File: config.mk
export PLATFORM = sky130hd
export DESIGN_NAME = control_sequencer
export DESIGN_NICKNAME = d
export VERILOG_FILES = /design/src/rtl/cpu_ctrl_pkg.sv /design/src/rtl/ctrl_decode.sv /design/src/rtl/control_sequencer.sv
export SDC_FILE = /design/constraint.sdc
export NUM_CORES = 1
export LEC_CHECK = 0
export ABC_AREA = 1
export ABC_CLOCK_PERIOD_IN_PS = 2300
export CORE_ASPECT_RATIO = 0.7
export CORE_UTILIZATION = 46
export CTS_BUF_LIST = sky130_fd_sc_hd__clkbuf_2 sky130_fd_sc_hd__clkbuf_4 sky130_fd_sc_hd__clkbuf_8
export CTS_CLUSTER_DIAMETER = 100
export CTS_CLUSTER_SIZE = 40
export DETAILED_ROUTE_END_ITERATION = 12
export PLACE_DENSITY = 0.78
export SLEW_MARGIN = 20
export SYNTH_ARGS = -nofsm -noshare
export SYNTH_HDL_FRONTEND = slang
export SYNTH_SLANG_ARGS = --single-unit
File: constraint.sdc
create_clock -name i_clk -period 2.3 [get_ports i_clk]
set_clock_uncertainty 0.15 [all_clocks]
set_input_delay 0.23 -clock i_clk [delete_from_list [all_inputs] [get_ports i_clk]]
set_output_delay 0.23 -clock i_clk [all_outputs]
set_load 0.05 [all_outputs]
File: src/rtl/cpu_ctrl_pkg.sv
// rtl/cpu_ctrl_pkg.sv - shared states, codes, field positions and strobe bundle for the control sequencer
package cpu_ctrl_pkg;

  // Sequencer states
  localparam logic [2:0] ST_FETCH  = 3'd0;
  localparam logic [2:0] ST_DECODE = 3'd1;
  localparam logic [2:0] ST_MEM    = 3'd2;
  localparam logic [2:0] ST_EXEC   = 3'd3;
  localparam logic [2:0] ST_FAULT  = 3'd4;

  // Instruction classes
  localparam logic [1:0] CLS_ALU    = 2'b00;
  localparam logic [1:0] CLS_BRANCH = 2'b01;
  localparam logic [1:0] CLS_LIT    = 2'b10;
  localparam logic [1:0] CLS_ILL    = 2'b11;

  // Fault codes
  localparam logic [1:0] FLT_NONE = 2'b00;
  localparam logic [1:0] FLT_OVF  = 2'b01;
  localparam logic [1:0] FLT_UNF  = 2'b10;
  localparam logic [1:0] FLT_ILL  = 2'b11;

  // Stack-pointer delta codes
  localparam logic [1:0] SPD_NONE = 2'b00;
  localparam logic [1:0] SPD_INC  = 2'b01;
  localparam logic [1:0] SPD_DEC  = 2'b10;
  localparam logic [1:0] SPD_DEC2 = 2'b11;

  // Field positions, counted from bit 0 on the MSB side of the instruction
  localparam int B_CLS      = 0;
  localparam int B_CARRY    = 2;
  localparam int B_OP       = 3;
  localparam int B_STK_SEL  = 3;
  localparam int B_ADDR_SEL = 4;
  localparam int B_R_W      = 6;
  localparam int B_STK_W    = 7;
  localparam int B_SPD      = 8;
  localparam int B_JSEL     = 10;
  localparam int B_JMASK    = 12;

  // Datapath strobe bundle
  typedef struct packed {
    logic       stk_w;
    logic       carry_w;
    logic       r_w;
    logic       stk_sel;
    logic       addr_sel;
    logic [4:0] op;
    logic       sp_inc;
    logic       sp_dec2;
    logic       sp_dec;
    logic [1:0] jsel;
    logic [5:0] jmask;
  } ctrl_strobes_t;

endpackage

File: src/rtl/ctrl_decode.sv
// rtl/ctrl_decode.sv - combinational instruction-register to strobe/sp-delta decode
module ctrl_decode
  import cpu_ctrl_pkg::*;
#(
  parameter int IW = 18
) (
  input  logic [IW-1:0] ir_i,
  output ctrl_strobes_t strb_o,
  output logic [1:0]    cls_o,
  output logic [1:0]    sp_delta_o,
  output logic          need_mem_o
);

  // Instruction bit k (MSB-side numbering) lives at f[17-k]; bits beyond 17 are ignored
  logic [17:0] f;
  assign f = ir_i[IW-1 -: 18];

  // Field decode: every strobe defaults to 0 and only the owning class drives it
  always_comb begin
    strb_o     = '0;
    sp_delta_o = SPD_NONE;
    cls_o      = f[17-B_CLS -: 2];
    case (cls_o)
      CLS_ALU: begin
        strb_o.carry_w  = f[17-B_CARRY];
        strb_o.op       = f[17-B_OP -: 5];
        strb_o.stk_sel  = f[17-B_STK_SEL];
        strb_o.addr_sel = f[17-B_ADDR_SEL] & ~f[17-B_STK_SEL];
        strb_o.r_w      = f[17-B_R_W];
        strb_o.stk_w    = f[17-B_STK_W] & f[17-B_STK_SEL];
        sp_delta_o      = f[17-B_SPD -: 2];
      end
      CLS_BRANCH: begin
        strb_o.jsel  = f[17-B_JSEL -: 2];
        strb_o.jmask = f[17-B_JMASK -: 6];
      end
      CLS_LIT: begin
        strb_o.stk_w = 1'b1;
        sp_delta_o   = SPD_INC;
      end
      default: ;
    endcase
    strb_o.sp_inc  = (sp_delta_o == SPD_INC);
    strb_o.sp_dec  = (sp_delta_o == SPD_DEC);
    strb_o.sp_dec2 = (sp_delta_o == SPD_DEC2);
    need_mem_o     = strb_o.stk_w | strb_o.addr_sel;
  end

endmodule

File: src/rtl/control_sequencer.sv
// rtl/control_sequencer.sv - multi-cycle control sequencer with stack bounds and memory handshake
module control_sequencer
  import cpu_ctrl_pkg::*;
#(
  parameter int IW          = 18,
  parameter int SP_DEPTH    = 16,
  parameter int SPW         = $clog2(SP_DEPTH + 1),
  parameter int CHECK_STACK = 1
) (
  input  logic           i_clk,
  input  logic           i_rst_n,
  input  logic           i_instr_valid,
  input  logic [IW-1:0]  i_instruction,
  output logic           o_instr_ready,
  output logic           o_mem_req,
  output logic           o_mem_we,
  input  logic           i_mem_ack,
  output logic           o_exec,
  output logic           o_stk_w,
  output logic           o_carry_w,
  output logic           o_r_w,
  output logic           o_stk_sel,
  output logic           o_addr_sel,
  output logic [4:0]     o_op,
  output logic           o_sp_inc,
  output logic           o_sp_dec2,
  output logic           o_sp_dec,
  output logic [1:0]     o_jsel,
  output logic [5:0]     o_jmask,
  output logic [SPW-1:0] o_depth,
  output logic           o_fault,
  output logic [1:0]     o_fault_code,
  input  logic           i_fault_clr
);

  localparam logic [SPW-1:0] DEPTH_MAX = SPW'(SP_DEPTH);

  logic [2:0]     state_q, state_d;
  logic [IW-1:0]  ir_q, ir_d;
  logic [SPW-1:0] depth_q, depth_d;
  logic [1:0]     fault_code_q, fault_code_d;
  ctrl_strobes_t  out_q, out_d;
  logic           exec_q, exec_d;
  logic           mem_req_q, mem_req_d;
  logic           mem_we_q, mem_we_d;

  ctrl_strobes_t  dec_strb;
  logic [1:0]     dec_cls;
  logic [1:0]     dec_spd;
  logic           dec_mem;
  logic           push;
  logic [SPW-1:0] pop_n;

  ctrl_decode #(.IW(IW)) u_decode (
    .ir_i       (ir_q),
    .strb_o     (dec_strb),
    .cls_o      (dec_cls),
    .sp_delta_o (dec_spd),
    .need_mem_o (dec_mem)
  );

  // Translate the sp delta into a push flag and a pop count for bounds checks and depth update
  always_comb begin
    push  = (dec_spd == SPD_INC);
    pop_n = '0;
    if (dec_spd == SPD_DEC) begin
      pop_n = SPW'(1);
    end else if (dec_spd == SPD_DEC2) begin
      pop_n = SPW'(2);
    end
  end

  // Next state, fault capture, depth update and staging of the registered outputs
  always_comb begin
    state_d      = state_q;
    fault_code_d = fault_code_q;
    depth_d      = depth_q;
    ir_d         = ir_q;
    case (state_q)
      ST_FETCH: begin
        if (i_instr_valid) begin
          ir_d    = i_instruction;
          state_d = ST_DECODE;
        end
      end
      ST_DECODE: begin
        if (dec_cls == CLS_ILL) begin
          state_d      = ST_FAULT;
          fault_code_d = FLT_ILL;
        end else if ((CHECK_STACK != 0) && push && (depth_q == DEPTH_MAX)) begin
          state_d      = ST_FAULT;
          fault_code_d = FLT_OVF;
        end else if ((CHECK_STACK != 0) && (depth_q < pop_n)) begin
          state_d      = ST_FAULT;
          fault_code_d = FLT_UNF;
        end else if (dec_mem) begin
          state_d = ST_MEM;
        end else begin
          state_d = ST_EXEC;
        end
      end
      ST_MEM: begin
        if (i_mem_ack) begin
          state_d = ST_EXEC;
        end
      end
      ST_EXEC: begin
        state_d = ST_FETCH;
        depth_d = depth_q + (push ? SPW'(1) : SPW'(0)) - pop_n;
      end
      ST_FAULT: begin
        if (i_fault_clr) begin
          state_d      = ST_FETCH;
          fault_code_d = FLT_NONE;
        end
      end
      default: state_d = ST_FETCH;
    endcase
    exec_d    = (state_d == ST_EXEC);
    out_d     = exec_d ? dec_strb : '0;
    mem_req_d = (state_d == ST_MEM);
    mem_we_d  = mem_req_d & dec_strb.stk_w;
  end

  // State and registered outputs; reset clears everything asynchronously
  always_ff @(posedge i_clk or negedge i_rst_n) begin
    if (!i_rst_n) begin
      state_q      <= ST_FETCH;
      ir_q         <= '0;
      depth_q      <= '0;
      fault_code_q <= FLT_NONE;
      out_q        <= '0;
      exec_q       <= 1'b0;
      mem_req_q    <= 1'b0;
      mem_we_q     <= 1'b0;
    end else begin
      state_q      <= state_d;
      ir_q         <= ir_d;
      depth_q      <= depth_d;
      fault_code_q <= fault_code_d;
      out_q        <= out_d;
      exec_q       <= exec_d;
      mem_req_q    <= mem_req_d;
      mem_we_q     <= mem_we_d;
    end
  end

  assign o_instr_ready = (state_q == ST_FETCH);
  assign o_fault       = (state_q == ST_FAULT);
  assign o_fault_code  = fault_code_q;
  assign o_depth       = depth_q;
  assign o_mem_req     = mem_req_q;
  assign o_mem_we      = mem_we_q;
  assign o_exec        = exec_q;
  assign o_stk_w       = out_q.stk_w;
  assign o_carry_w     = out_q.carry_w;
  assign o_r_w         = out_q.r_w;
  assign o_stk_sel     = out_q.stk_sel;
  assign o_addr_sel    = out_q.addr_sel;
  assign o_op          = out_q.op;
  assign o_sp_inc      = out_q.sp_inc;
  assign o_sp_dec2     = out_q.sp_dec2;
  assign o_sp_dec      = out_q.sp_dec;
  assign o_jsel        = out_q.jsel;
  assign o_jmask       = out_q.jmask;

endmodule
Word level (Yosys, flattened, before mapping)
Index checks and enable logic that the tools add are counted.
- register bits: 52
- word-level logic and storage cells: 68
- output and inout port bits: 33
- input bits: 23
- add/sub/neg operators: 2
- bitwise logic cells: 5
- order comparisons: 1
- muxes and demuxes: 21
- reduce and logical (&&, ||, !) cells: 6
- equality and inequality tests: 15
- operators with widths (cell ; number):
    $mux W21 ; 1
    $mux W3 ; 6
    $eq A3 B2 Y1 const B ; 4
    $pmux W3 S4 ; 1
    $mux W2 ; 5
    $mux W9 ; 1
    $eq A2 B2 Y1 const B ; 4
    $mux W8 ; 1
    $pmux W2 S2 ; 2
    $add A5 B1 Y5 ; 1
    $eq A5 B5 Y1 const B ; 1
    $lt A5 B5 Y1 ; 1
    $mux W5 ; 1
    $sub A5 B5 Y5 ; 1
    $eq A2 B1 Y1 const B ; 2
    $ne A4 B4 Y1 const B ; 1
    $and A1 B1 Y1 ; 3
    $eq A3 B1 Y1 const B ; 1
    $eq A3 B3 Y1 const B ; 1
    $logic_not A3 Y1 ; 1
    $reduce_and A3 Y1 ; 1
    $logic_not A2 Y1 ; 1
    $mux W1 ; 2
    $ne A2 B1 Y1 const B ; 1
    6 further kinds ; 6

Depth between registers and ports, before layout
- depth after elaboration: 12
- depth in mapped cells: 16
- gate-level depth less buffers: 16

By module
A second synthesis with hierarchy kept.
- cell total of the unflattened synthesis: 269
- area, all modules: 2507.4 sq um
- by module, submodules not included (module ; times used ; area an instance (sq um) ; cells an instance ; sequential area each (sq um)):
    control_sequencer ; 1 ; 2287.2 ; 217 ; 1301.2
    ctrl_decode ; 1 ; 220.2 ; 52 ; 0.0

Worst setup path before layout
No wires, ideal clock.
- path type: flip-flop to flip-flop
- start: register ir_q[17]
- end: register depth_q[4] (netlist: o_depth[4])
- required time: 2022 ps
- path slack: -138 ps
- data arrival time: 2161 ps
- stages on the path, launching flop included: 14
- cells stage by stage: dfrtp_1 -> nor2_2 -> nand2_1 -> inv_1 -> ha_1 -> inv_1 -> ha_1 -> inv_1 -> fa_1 -> inv_1 -> nand3_1 -> nand2_1 -> xor2_1 -> o21ai_0
- word-level cells in the longest chain between the ends: 6
- ends and longest elaborated chain (what ; line ; RTL):
    start, declared ; control_sequencer.sv:39 ; logic [IW-1:0] ir_q, ir_d;
    start signal, assigned ; control_sequencer.sv:138 ; ir_q <= ir_d;
    $eq A2 B2 Y1 or $logic_not A2 Y1 (tied branches) ; ctrl_decode.sv:23 ; case (cls_o)
    $pmux W2 S2 (*) ; ctrl_decode.sv:23 ;
    $eq A2 B1 Y1 or $eq A2 B2 Y1 (tied branches) ; control_sequencer.sv:64, control_sequencer.sv:68 ;
    $mux W1 or $mux W2 (tied branches) ; control_sequencer.sv:109, control_sequencer.sv:68 ;
    $add A5 B1 Y5 or $mux W5 (tied branches) ; control_sequencer.sv:109, control_sequencer.sv:66 ;
    $sub A5 B5 Y5 (*) ; control_sequencer.sv:109 ; depth_d = depth_q + (push ? SPW'(1) : SPW'(0)) - pop_n;
    end signal, assigned ; control_sequencer.sv:139 ; depth_q <= depth_d;
    end, declared ; control_sequencer.sv:40 ; logic [SPW-1:0] depth_q, depth_d;
Every way passes the cells marked *; elsewhere a longest branch is shown, timed or not.
A chain may end at the register's enable or synchronous reset.

Worst setup path after layout
- start: register ir_q[16]
- end: register depth_q[4] (netlist: o_depth[4])
The elaborated chain is that of the path after synthesis.

==> out/metrics.yaml <==
logic_synthesis:
  synthAdderAreaFrac: 0.0751
  synth_cell_type_count: 23
  synthDominantCellAreaShare: 0.552
  syn_nets: 259
  synth.avg_cell_area_sq_um: 10.2
  synth_most_common_cell: "dfrtp_1"
  synth_compound_area_frac: 0.0359
  yosysWarnings: 0
  ys_seq_elements: 50
  yosysSeqAreaShare: 0.552
  synth_top_family_by_area: "simple AND/OR/NAND/NOR gates"
  synth-simple-area-share: 0.154
  ys_top_cells_by_count: "dfrtp_1 (50), nand2_1 (45), inv_1 (35)"
  synth_ff_type: "dfrtp_1"
  synthCells: 223
  synth_xor_area_frac: 0.00773
  yosys-top-cells-area: "dfrtp_1 (55%), nand2_1 (7.5%), mux2_2 (7.0%), ha_1 (6.6%), inv_1 (5.8%)"
  synth-edff-count: 0
  yosys.area.top_type: "dfrtp_1"
  synthMuxAreaShare: 0.0894
  netlist_area_sq_um: 2270
  ys_async_sr_fraction: 1.00
worst_setup_path:
  start_kind: "flop"
  cp_cell_sequence: "inv_2 > o21ai_2 > buf_4 > ha_4 > inv_1 > ha_2 > inv_2 > fa_2 > inv_2 > nand3_1 > nand2_1 > xor2_1 > o21ai_1"
  crit_fanout: 3
  crit_required_ns: 2.34
  cp_common_cell: "inv_2"
  cp_slowest_cell: "dfrtp_1"
  path_class: "flop to flop"
  cp.arrival_ns: 2.39
  slowest_delay_ns: 0.45
  end_kind: "flop"
placement:
  routabilityCongestion: 0.839
  port_buffers: 55
  hpwl_mm: 3.51
  placed_cell_area_sq_um: 2960
sta:
  finalCriticalPeriod_ns: 2.35
  max_freq_ghz: 0.425
  rsz0062_at_grt: "true"
  worstMarginPinSlew_ns: 0.617
  min_period_over_period: 1.02
  slew_violations: 0
  setup_viol: 10
  hold_ws_ns: 0.333
  slew_headroom: 0.589
  setup_slack_ns: -0.0533
  hold_viol_final: 0
  tns_ns: -0.173
clocking:
  cts.clk_slew.worst_paths_ns: 0.09
  cts.htree.levels: 2
  clk_path_buf_depth: 2
  cts_tree: "yes"
  clock_sinks: 50
  insertion_delay_ns: 0.29
  cts-root-buf: "clkbuf_8"
  cts-buffers-inserted: 5
grt:
  grt.total_usage: 0.201
  grt_pass1_wl_mm: 7.62
  gr-total-overflow: 0
  grt_pass1_vias: 1671
  grt_max_degree: 27
  antenna_found_initial: 0
power:
  comb_power_share: 0.552
  p_int_uw: 2520
  p_per_area_nw_per_um2: 1350
  switchingPower_uw: 1960
  pwr-share-clk: 0.140
  power_frac_seq: 0.309
  irDropWorstVdd_mv: 0.618
  p_leak_uw: 0.00157
  switching_share: 0.437
  finalPower_uw: 4480
die:
  design.core.area_sq_um: 4530
  die-area_sq_um: 5220
  initial_core_util: 0.501
  die_w_um: 85.9
  io_pins: 56
  chipHeight_um: 60.7
  num_rows: 20
cells_and_area:
  final_nets: 333
  fillers: 309
  fin_area_sq_um: 3320
  antenna_cells: 0
  final_util: 0.733
  seqCellArea_sq_um: 1250
  area_growth_pct: 46.4
  multiInputGateArea_sq_um: 1000
  drive_gt1_frac: 0.275
routing:
  finalWirelength_mm: 5.25
  ant_nets: 0
  dr.pass1.iters: 4
  vias: 1740
  drc: 0
  drt_iter0_drc: 70
  post_drt_wl_per_cell_um: 14.4
  viasPerCell: 4.78
outcome:
  violations: "negative setup slack"
  status: "finished with violations"
job:
  drv_cap: 0
min_path:
  hold_class: "primary input to async pin"
[critical path: cells and delay by family (launching register included)]
family | cells | cell delay (ns)
xor+xnor | 1 | 0.15
simple gates | 2 | 0.15
compound gates | 2 | 0.14
fa+ha+maj | 3 | 0.80
buf+inv | 5 | 0.42
flops | 1 | 0.45
[power by group through the flow]
stage	Sequential (uW)	Combinational, uW	Clock, uW
2_1_floorplan	1690	1120	0
4_1_cts	1380	2190	633
3_3_place_gp	1360	2010	0
6_report	1380	2470	626
3_5_place_dp	1380	2080	0
5_1_grt	1410	2660	672
[worst paths after layout]
kind                            startpoint         endpoint  slack [ns]  cells past startpoint
max                               ir_q[16]       o_depth[4]       -0.05                     13
min                                i_rst_n         o_sp_dec        0.33                      2
max reg2reg                       ir_q[16]       o_depth[4]       -0.05                     13
min reg2reg                o_fault_code[1]  o_fault_code[1]        0.33                      2
max in group asynchronous          i_rst_n          ir_q[8]        1.12                      3
min in group i_clk         o_fault_code[1]  o_fault_code[1]        0.33                      2
[kinds of logic after synthesis]
group / Yosys count
AOI/OAI and AO/OA: 14
xor gates and xnor gates: 2
adders and majority gates: 13
buffers and inverters: 41
DFF: 50
muxes: 17
and+or+nand+nor: 86
[flip-flops by register name, summed over array words and instances, names as in the netlist]
register,flops
o_sp_dec,1
o_mem_req,1
o_jsel,2
state_q,3
o_fault_code,2
o_exec,1
o_carry_w,1
o_addr_sel,1
o_jmask,6
ir_q,18
o_depth,5
o_op,5
o_mem_we,1
o_sp_inc,1
o_sp_dec2,1
o_stk_w,1
[layout make-up]
| cell class | instances | share of cell area |
|---|---|---|
| flip-flops and latches | 50 | 0.377 |
| clock buffers | 7 | 0.0253 |
| repair buffers | 73 | 0.220 |
| clock inverters | 1 | 0.00905 |
| well taps | 66 | 0.0249 |
| inverters | 35 | 0.0403 |
| multi-input cells | 132 | 0.303 |
[stage by stage]
step,cells,setup WS [ns]
6_report,364,-0.0533
5_1_grt,364,-0.169
4_1_cts,360,-0.00872
3_5_place_dp,349,-0.123
3_3_place_gp,349,0.00404
2_1_floorplan,223,0.00241
[repair_timing]
item                                   4_1_cts  5_1_grt
buffers inserted                             2        3
cloned                                       0        1
endpoints found under the hold margin       25        0
gates resized for setup                     13       35
setup endpoints to repair                   24       27
pin swaps                                    4       10
hold buffers                                 1        0
[placed cells by master, fill, tap and decap left out, drive strengths merged, types with 6 or more instances in the layout]
cell type / instances
clkdlybuf4s50: 53
dfrtp: 50
nand2: 46
inv: 35
nor2: 31
buf: 18
mux2: 17
ha: 12
o21ai: 8
clkbuf: 8
nand3: 6
[per-layer routing]
metal,wire [um],share of wire,vias to the layer above,track usage
met5,0,0,-,0
met4,47,0.0089,0,0.0738
met3,251,0.048,7,0.0503
met2,2700,0.51,50,0.357
met1,2250,0.43,851,0.243
li1,-,-,832,-
No activity file was read; power rests on OpenSTA's default activity.
